<file path="src/rtl/dk_pkg.sv">
// dk_pkg: state encoding and default timing for the AGC downlink receiver.
// Rates assume a 51.2 MHz propagation clock and a 51.2 kHz bit rate.
package dk_pkg;

    typedef enum logic [2:0] {
        S_IDLE,
        S_START,
        S_BITS,
        S_END,
        S_WAIT
    } dk_state_e;

    localparam int DK_WORD_BITS      = 40;
    localparam int DK_BIT_DIV        = 1000;
    localparam int DK_PULSE_W        = 20;
    localparam int DK_SAMPLE_DLY     = 500;
    localparam int DK_WORD_PERIOD_50 = 1024000;
    localparam int DK_WORD_PERIOD_10 = 5120000;

endpackage

</file>
<file path="src/rtl/dk_out_buf.sv">
// dk_out_buf: one-deep valid/ready word buffer with sticky overrun flag.
// Optional DKRX_WORDNUM_EN carries a 16-bit sequence number with each word.
module dk_out_buf
    import dk_pkg::*;
#(
    parameter int W = DK_WORD_BITS
) (
    input  logic         clk,
    input  logic         rst_n,
    input  logic         i_push,
    input  logic [W-1:0] i_data,
    input  logic         i_ready,
    input  logic         i_clr,
    output logic [W-1:0] o_data,
    output logic         o_valid,
    output logic         o_ovr
`ifdef DKRX_WORDNUM_EN
    ,
    input  logic [15:0]  i_num,
    output logic [15:0]  o_num
`endif
);

    logic [W-1:0] r_data;
    logic         r_valid;
    logic         r_ovr;
    logic         w_load;
    logic         w_drop;
    logic         w_take;

    // A push with ready high in the same cycle replaces the old word.
    assign w_take = r_valid & i_ready;
    assign w_load = i_push & (~r_valid | i_ready);
    assign w_drop = i_push & r_valid & ~i_ready;

    always_ff @(posedge clk or negedge rst_n) begin
        if (!rst_n) begin
            r_data  <= '0;
            r_valid <= 1'b0;
            r_ovr   <= 1'b0;
        end else begin
            if (w_load) begin
                r_data  <= i_data;
                r_valid <= 1'b1;
            end else if (w_take) begin
                r_valid <= 1'b0;
            end
            if (w_drop) begin
                r_ovr <= 1'b1;
            end else if (i_clr) begin
                r_ovr <= 1'b0;
            end
        end
    end

`ifdef DKRX_WORDNUM_EN
    logic [15:0] r_num;

    always_ff @(posedge clk or negedge rst_n) begin
        if (!rst_n) begin
            r_num <= '0;
        end else if (w_load) begin
            r_num <= i_num;
        end
    end

    assign o_num = r_num;
`endif

    assign o_data  = r_data;
    assign o_valid = r_valid;
    assign o_ovr   = r_ovr;

endmodule

</file>
<file path="src/rtl/dk_downlink_rx.sv">
// dk_downlink_rx: AGC downlink strobe generator and 40-bit serial word receiver.
// Define DKRX_WORDNUM_EN to add the word_num sequence output.
module dk_downlink_rx
    import dk_pkg::*;
#(
    parameter int BIT_DIV     = DK_BIT_DIV,
    parameter int PULSE_W     = DK_PULSE_W,
    parameter int SAMPLE_DLY  = DK_SAMPLE_DLY,
    parameter int WORD_BITS   = DK_WORD_BITS,
    parameter int WORD_PERIOD = DK_WORD_PERIOD_50
) (
    input  logic                 clk,
    input  logic                 rst_n,
    input  logic                 enable,
    input  logic                 dkdata,
    output logic                 dkstrt,
    output logic                 dkbsnc,
    output logic                 dkend,
    output logic [WORD_BITS-1:0] word_data,
    output logic                 word_valid,
    input  logic                 word_ready,
    output logic                 overrun,
    input  logic                 ovr_clr
`ifdef DKRX_WORDNUM_EN
    ,
    output logic [15:0]          word_num
`endif
);

    localparam int CW = $clog2(BIT_DIV);
    localparam int BW = $clog2(WORD_BITS);
    localparam int PW = $clog2(WORD_PERIOD);

    localparam logic [CW-1:0] C_PLAST = CW'(PULSE_W - 1);
    localparam logic [CW-1:0] C_PW    = CW'(PULSE_W);
    localparam logic [CW-1:0] C_SLAST = CW'(BIT_DIV - 1);
    localparam logic [CW-1:0] C_SAMP  = CW'(PULSE_W + SAMPLE_DLY);
    localparam logic [BW-1:0] C_BLAST = BW'(WORD_BITS - 1);
    localparam logic [PW-1:0] C_PLIM  = PW'(WORD_PERIOD - 1);

    dk_state_e            r_state;
    dk_state_e            w_nstate;
    logic [CW-1:0]        r_cnt;
    logic [CW-1:0]        w_ncnt;
    logic [BW-1:0]        r_bit;
    logic [BW-1:0]        w_nbit;
    logic [PW-1:0]        r_per;
    logic [PW-1:0]        w_nper;
    logic [WORD_BITS-1:0] r_shift;
    logic                 r_dkstrt;
    logic                 r_dkbsnc;
    logic                 r_dkend;
    logic                 r_push;
    logic                 w_push;

    always_comb begin
        w_nstate = r_state;
        w_ncnt   = r_cnt;
        w_nbit   = r_bit;
        w_push   = 1'b0;
        w_nper   = (r_per == C_PLIM) ? r_per : r_per + 1'b1;
        unique case (r_state)
            S_IDLE: begin
                if (enable) begin
                    w_nstate = S_START;
                    w_ncnt   = '0;
                end
            end
            S_START: begin
                if (r_cnt == C_PLAST) begin
                    w_nstate = S_BITS;
                    w_ncnt   = '0;
                    w_nbit   = '0;
                end else begin
                    w_ncnt = r_cnt + 1'b1;
                end
            end
            S_BITS: begin
                if (r_cnt == C_SLAST) begin
                    w_ncnt = '0;
                    if (r_bit == C_BLAST) begin
                        w_nstate = S_END;
                    end else begin
                        w_nbit = r_bit + 1'b1;
                    end
                end else begin
                    w_ncnt = r_cnt + 1'b1;
                end
            end
            S_END: begin
                if (r_cnt == C_PLAST) begin
                    w_nstate = S_WAIT;
                    w_ncnt   = '0;
                    w_push   = 1'b1;
                end else begin
                    w_ncnt = r_cnt + 1'b1;
                end
            end
            S_WAIT: begin
                if (r_per == C_PLIM) begin
                    w_nstate = enable ? S_START : S_IDLE;
                    w_ncnt   = '0;
                end
            end
            default: begin
                w_nstate = S_IDLE;
            end
        endcase
        // The period is measured from each dkstrt rise.
        if (w_nstate == S_START && r_state != S_START) begin
            w_nper = '0;
        end
    end

    always_ff @(posedge clk or negedge rst_n) begin
        if (!rst_n) begin
            r_state  <= S_IDLE;
            r_cnt    <= '0;
            r_bit    <= '0;
            r_per    <= '0;
            r_shift  <= '0;
            r_dkstrt <= 1'b0;
            r_dkbsnc <= 1'b0;
            r_dkend  <= 1'b0;
            r_push   <= 1'b0;
        end else begin
            r_state  <= w_nstate;
            r_cnt    <= w_ncnt;
            r_bit    <= w_nbit;
            r_per    <= w_nper;
            r_push   <= w_push;
            // Strobes come from next-state values so they are flop outputs
            // aligned exactly with the state they describe.
            r_dkstrt <= (w_nstate == S_START);
            r_dkbsnc <= (w_nstate == S_BITS) && (w_ncnt < C_PW);
            r_dkend  <= (w_nstate == S_END);
            if (r_state == S_BITS && r_cnt == C_SAMP) begin
                r_shift <= {r_shift[WORD_BITS-2:0], dkdata};
            end
        end
    end

`ifdef DKRX_WORDNUM_EN
    logic [15:0] r_wnum;

    always_ff @(posedge clk or negedge rst_n) begin
        if (!rst_n) begin
            r_wnum <= '0;
        end else if (r_push) begin
            r_wnum <= r_wnum + 16'd1;
        end
    end
`endif

    dk_out_buf #(
        .W(WORD_BITS)
    ) u_buf (
        .clk     (clk),
        .rst_n   (rst_n),
        .i_push  (r_push),
        .i_data  (r_shift),
        .i_ready (word_ready),
        .i_clr   (ovr_clr),
        .o_data  (word_data),
        .o_valid (word_valid),
        .o_ovr   (overrun)
`ifdef DKRX_WORDNUM_EN
        ,
        .i_num   (r_wnum),
        .o_num   (word_num)
`endif
    );

    assign dkstrt = r_dkstrt;
    assign dkbsnc = r_dkbsnc;
    assign dkend  = r_dkend;

endmodule

</file>
<file path="config.mk">
export PLATFORM = sky130hd
export DESIGN_NAME = dk_downlink_rx
export DESIGN_NICKNAME = d
export VERILOG_FILES = /design/src/rtl/dk_pkg.sv /design/src/rtl/dk_out_buf.sv /design/src/rtl/dk_downlink_rx.sv
export SDC_FILE = /design/constraint.sdc
export NUM_CORES = 1
export LEC_CHECK = 0
export ABC_AREA = 1
export BUFFER_PORTS_ARGS = -buffer_cell sky130_fd_sc_hd__buf_2
export CAP_MARGIN = 30
export CORE_MARGIN = 3
export CORE_UTILIZATION = 55
export CTS_CLUSTER_SIZE = 14
export DETAILED_ROUTE_END_ITERATION = 10
export GPL_ROUTABILITY_DRIVEN = 0
export PLACE_DENSITY = 0.8
export SLEW_MARGIN = 20
export SYNTH_ARGS = -nofsm -noshare
export SYNTH_HDL_FRONTEND = slang
export SYNTH_SLANG_ARGS = --single-unit
</file>
<file path="constraint.sdc">
create_clock -name clk -period 2.29 [get_ports clk]
set_input_delay 0.3435 -clock clk [delete_from_list [all_inputs] [get_ports clk]]
set_output_delay 0.3435 -clock clk [all_outputs]
set_load 0.02 [all_outputs]
</file>
# == After elaboration in Yosys (flattened, before gate mapping) ==
# Cells that the tools add are included.
# word_totals
reg_bits,125
in_bits,6
out_inout_bits,45
# classes
add_sub_neg,3
order_cmp,1
n_eq_ne,17
muxes,25
bitwise,7
n_reduce_logical,9
# ops
cell,count
2-to-1 mux 10 bit,4
2-to-1 mux 20 bit,2
one-hot mux 10 bit (4 select lines),1
adder 20 x 1 -> 20 bit (second input constant),1
equality test 10 bit (second input constant),2
equality test 20 bit (second input constant),1
2-to-1 mux 3 bit,6
2-to-1 mux 6 bit,3
one-hot mux 3 bit (5 select lines),1
equality test 3 x 2 -> 1 bit (second input constant),4
one-hot mux 6 bit (2 select lines),1
adder 10 x 1 -> 10 bit (second input constant),1
equality test 10 x 5 -> 1 bit (second input constant),1
less-than comparator 10 x 5 -> 1 bit (second input constant),1
2-to-1 mux 1 bit,7
adder 6 x 1 -> 6 bit (second input constant),1
equality test 3 x 1 -> 1 bit (second input constant),2
equality test 6 bit (second input constant),1
inequality test 2 bit (second input constant),3
nonzero test 2 bit,3
AND 1 bit,4
AND reduction 4 bit,1
equality test 3 bit (second input constant),1
logical AND 1 bit,3
other kinds (6),7

# == Depth between registers and ports, before layout ==
# logic_depth
depth_word,7
mapped_depth,14
mapped_depth_nobuf,14

# == Cells and area by module ==
# From an unflattened synthesis, not the netlist that was laid out.
# unflattened
cells_unflattened,604
hier_area_um2,5760.5
# by_module_without_submodules
module,n_inst,cells_each,area_per_inst_um2,seq_area_each_um2
dk_downlink_rx,1,422,4095.2,2077.0
dk_out_buf,1,182,1665.3,1051.0

# == Worst setup path after synthesis ==
# Ideal clock, no wire load.
# synth_timing
kind,register to register
startpoint,register r_per[0]
endpoint,register r_per[1]
setup_ns,0.119
arrival_time_ns,1.495
required_ns,2.171
setup_slack_ns,0.676
stages_incl_launch_ff,10
path_buffers,1
synth_period_minus_slack_ns,1.614
path_cell_list,dfrtp_1 ha_1 nand3_4 nor2_4 nand3_4 nand2_1 nand3_2 buf_2 a31oi_1 inv_1
# synth_between
elab_chain_cells,6
word_cells_on_any_way,9
# synth_lines
element,line,rtl
"start, declared",dk_downlink_rx.sv:47,logic [PW-1:0] r_per;
"start signal, assigned",dk_downlink_rx.sv:130,r_per <= w_nper;
equality test 20 bit,"dk_downlink_rx.sv:61, dk_downlink_rx.sv:100",
2-to-1 mux 3 bit,dk_downlink_rx.sv:100,if (r_per == C_PLIM) begin
one-hot mux 3 bit (5 select lines),dk_downlink_rx.sv:62,unique case (r_state)
equality test 3 x 1 -> 1 bit,dk_downlink_rx.sv:110,if (w_nstate == S_START && r_state != S_START) begin
logical AND 1 bit,dk_downlink_rx.sv:110,
inequality test 2 x 1 -> 1 bit (no line) / 2-to-1 mux 20 bit (equally long branches),-,
# Parallel ways exist; a longest one is shown, timed or not. The select of a mux whose other input is x is not followed.
# A chain may end at the register's enable or synchronous reset.

# == Worst setup path after layout ==
# layout_timing
startpoint,register r_per[0]
endpoint,register r_per[10]
# Same word-level chain as after synthesis.

==> metrics.cfg <==
[floorplanning]
initial_core_util_pct = 57.2
placementRows = 36
dieArea_um2 = 11500
core_um2 = 9860
io_pins = 51
die_x_um = 107
dieHeight_um = 107

[clock_network]
h-tree-depth = 4
cts_tree = done
root_buffer = clkbuf_8
post_cts_buffers = 0
path_clk_slew_ns = 0.06
cts_inserted_buffers = 17
postCtsHoldBufs = 1
cts_buffer_depth = 2
clk_latency_ns = 0.52
cts_resized = 0
clock-sinks = 125

[place]
dp_hpwl_um = 7440
io_buffer_count = 50
dp_slack_ns = 0.306

[timing]
tightest_slew_ns = 0.660
slew_headroom_pct = 56.0
tns_ns = 0
setup_ws_ns = 0.261
setup_viol = 0
rsz0062_at_grt = no
hold_violations = 0
final.setup_skew_ns = 0.0153
final.min_clock_period_ns = 2.03
fmax_mhz = 493
fin_crit_sh_pct = 88.6
final_max_slew_viol_count = 0

[yosys]
synth_nets = 668
synth_cells = 658
synthMostInstantiatedCell = nand2_1
synth_area_leader_cell = dfrtp_1
ys_warn_count = 0
ys_ff_latch = 125
synth.distinct_cells = 42
synth_edf_count = 0
syn_area_um2 = 5640
ys_top_cells_by_area = dfrtp_1, nand2_1, inv_1, o21ai_0, o21ai_1
syn_avg_cell_area_um2 = 8.58
synthTopCellsByCount = nand2_1, dfrtp_1, inv_1
synth.yosys.seq_area_share_pct = 55.4
async_flop_share_pct = 100
synthFlopType = dfrtp_1
netlist.area_leader.share_pct = 55.4

[pwr]
switching_power_mw = 1.05
seqPwrFrac_pct = 43.4
pwr-share-comb_pct = 1.1
leakage_nw = 3.21
powerDensity_nw_per_um2 = 763
p_int_mw = 4.05
vdd_ir_drop_max_v = 0.000410
netSwitchingFraction_pct = 20.6
power_frac_clock_pct = 55.6

[cells_and_area]
diodes = 0
final_nets = 727
area_growth_syn_to_layout_pct = 18.5
drive_gt1_share_pct = 16.7

[drt]
num_vias = 4511
routed_wl_um = 11900
drtIter0Drc = 330
vias_per_cell = 5.23
drc = 0
antenna_left = 0
routedWlPerCell_um = 13.8
first_pass_iters = 5

[grt]
overflow = 0
grt_usage_pct = 22.6
grt_max_degree = 126
antenna_found_initial = 0
grt_pass1_wl_um = 20600
first_global_vias = 4464

[setup_path]
crit_arrival_ns = 2.43
critPathMaxFanout = 14
critPathKind = flop to flop
setup.worst_path.start_class = flop
cp-end-kind = flop
required_ns = 2.69

[run_status]
status = complete, no violations

[job]
drv_cap = 0

[hold_path]
hp-class = primary input to flop

stage by stage:
step / hold slack (ns) / power, mW / cells / instance area, µm² / utilization (%)
3_5_place_dp: 0.467 / 2.31 / 830 / 6050 / 61.4
6_report: 0.0776 / 5.10 / 862 / 6690 / 67.8
3_3_place_gp: 0.460 / 2.31 / 830 / 6050 / 61.4
4_1_cts: 0.0592 / 5.13 / 862 / 6690 / 67.8
5_1_grt: 0.0697 / 5.24 / 862 / 6690 / 67.8
2_1_floorplan: 0.0479 / 2.25 / 658 / 5640 / -
power groups by stage:
stage	clock network [mW]	registers, mW	logic (mW)
2_1_floorplan	0	2.25	0.00256
3_3_place_gp	0	2.25	0.0555
3_5_place_dp	0	2.25	0.0567
4_1_cts	2.86	2.21	0.0584
5_1_grt	2.97	2.21	0.0641
6_report	2.83	2.21	0.0555
final cells by class:
cell class / count / area, µm²
clock buffers: 19 / 442
clock inverters: 12 / 184
fillers: 752 / 3180
inverters: 97 / 365
multi-input cells: 418 / 2070
flip-flops and latches: 125 / 3130
well taps: 133 / 166
repair buffers: 58 / 328
routing by layer:
layer  track usage, %  routed length, µm  vias to the layer above
met5                0                  0                        -
met4             7.95                238                        0
met3             6.12                537                       22
met2             36.0               5600                      130
met1             30.1               5480                     2137
li1                 -                  -                     2222
path summary, 6_finish.rpt:
check / depth (start not counted) / slack (ns) / end / from
min in group asynchronous: 3 / 0.45 / u_buf.o_data[9] / rst_n
worst max-delay path: 9 / 0.26 / r_per[10] / r_per[0]
worst max register to register: 9 / 0.26 / r_per[10] / r_per[0]
max in group asynchronous: 3 / 1.34 / u_buf.o_data[16] / rst_n
worst min-delay path: 2 / 0.08 / u_buf.o_ovr / ovr_clr
worst min register to register: 2 / 0.48 / u_buf.o_data[8] / u_buf.o_data[8]
sequential cells by signal, summed over array words and instances, names as in the netlist:
signal and flops:
dkstrt 1, r_shift 40, dkbsnc 1, r_cnt 10, u_buf.o_ovr 1, u_buf.o_data 40
r_per 20, r_push 1, dkend 1, r_bit 6, u_buf.o_valid 1, r_state 3
cell families (layout without fill, tap and decap cells):
family	count (synthesis)	in the layout	synth area share, %
compound gates	120	120	11.3
xor+xnor	11	11	1.71
fa+ha+maj	4	4	0.887
buf+inv	115	186	7.87
flops	125	125	55.4
mux	2	2	0.465
simple gates	281	281	22.3
worst max-delay path, cell delays in order, from the launching register on:
cell	delay, ns
dfrtp_1	0.37
ha_1	0.24
nand3_4	0.13
nor2_4	0.21
nand3_4	0.15
nand2_1	0.10
nand3_2	0.23
inv_2	0.30
a21oi_1	0.07
o21a_1	0.11
placed cells by master (no fill, tap or decap), types with 2 or more instances in the layout:
master	n
clkinv_2	2
bufinv_16	4
o31ai_1	3
clkbuf_16	16
nand3_1	33
dfrtp_1	125
ha_1	4
nor3_2	3
nand2_1	162
a21oi_1	7
xor2_1	9
a31oi_1	2
o21ai_0	63
nor3_1	13
a21oi_2	2
nand4_1	6
xnor2_1	2
inv_6	3
nor2_2	5
clkinv_4	2
inv_1	89
buf_4	7
nand3_2	3
inv_2	7
clkbuf_8	3
clkinvlp_4	2
nand3_4	2
o21ai_1	34
o211ai_1	2
o21a_1	2
nor2_1	42
buf_2	49
nand2_4	2
nand2_2	5
(Power assumes the default switching activity.)
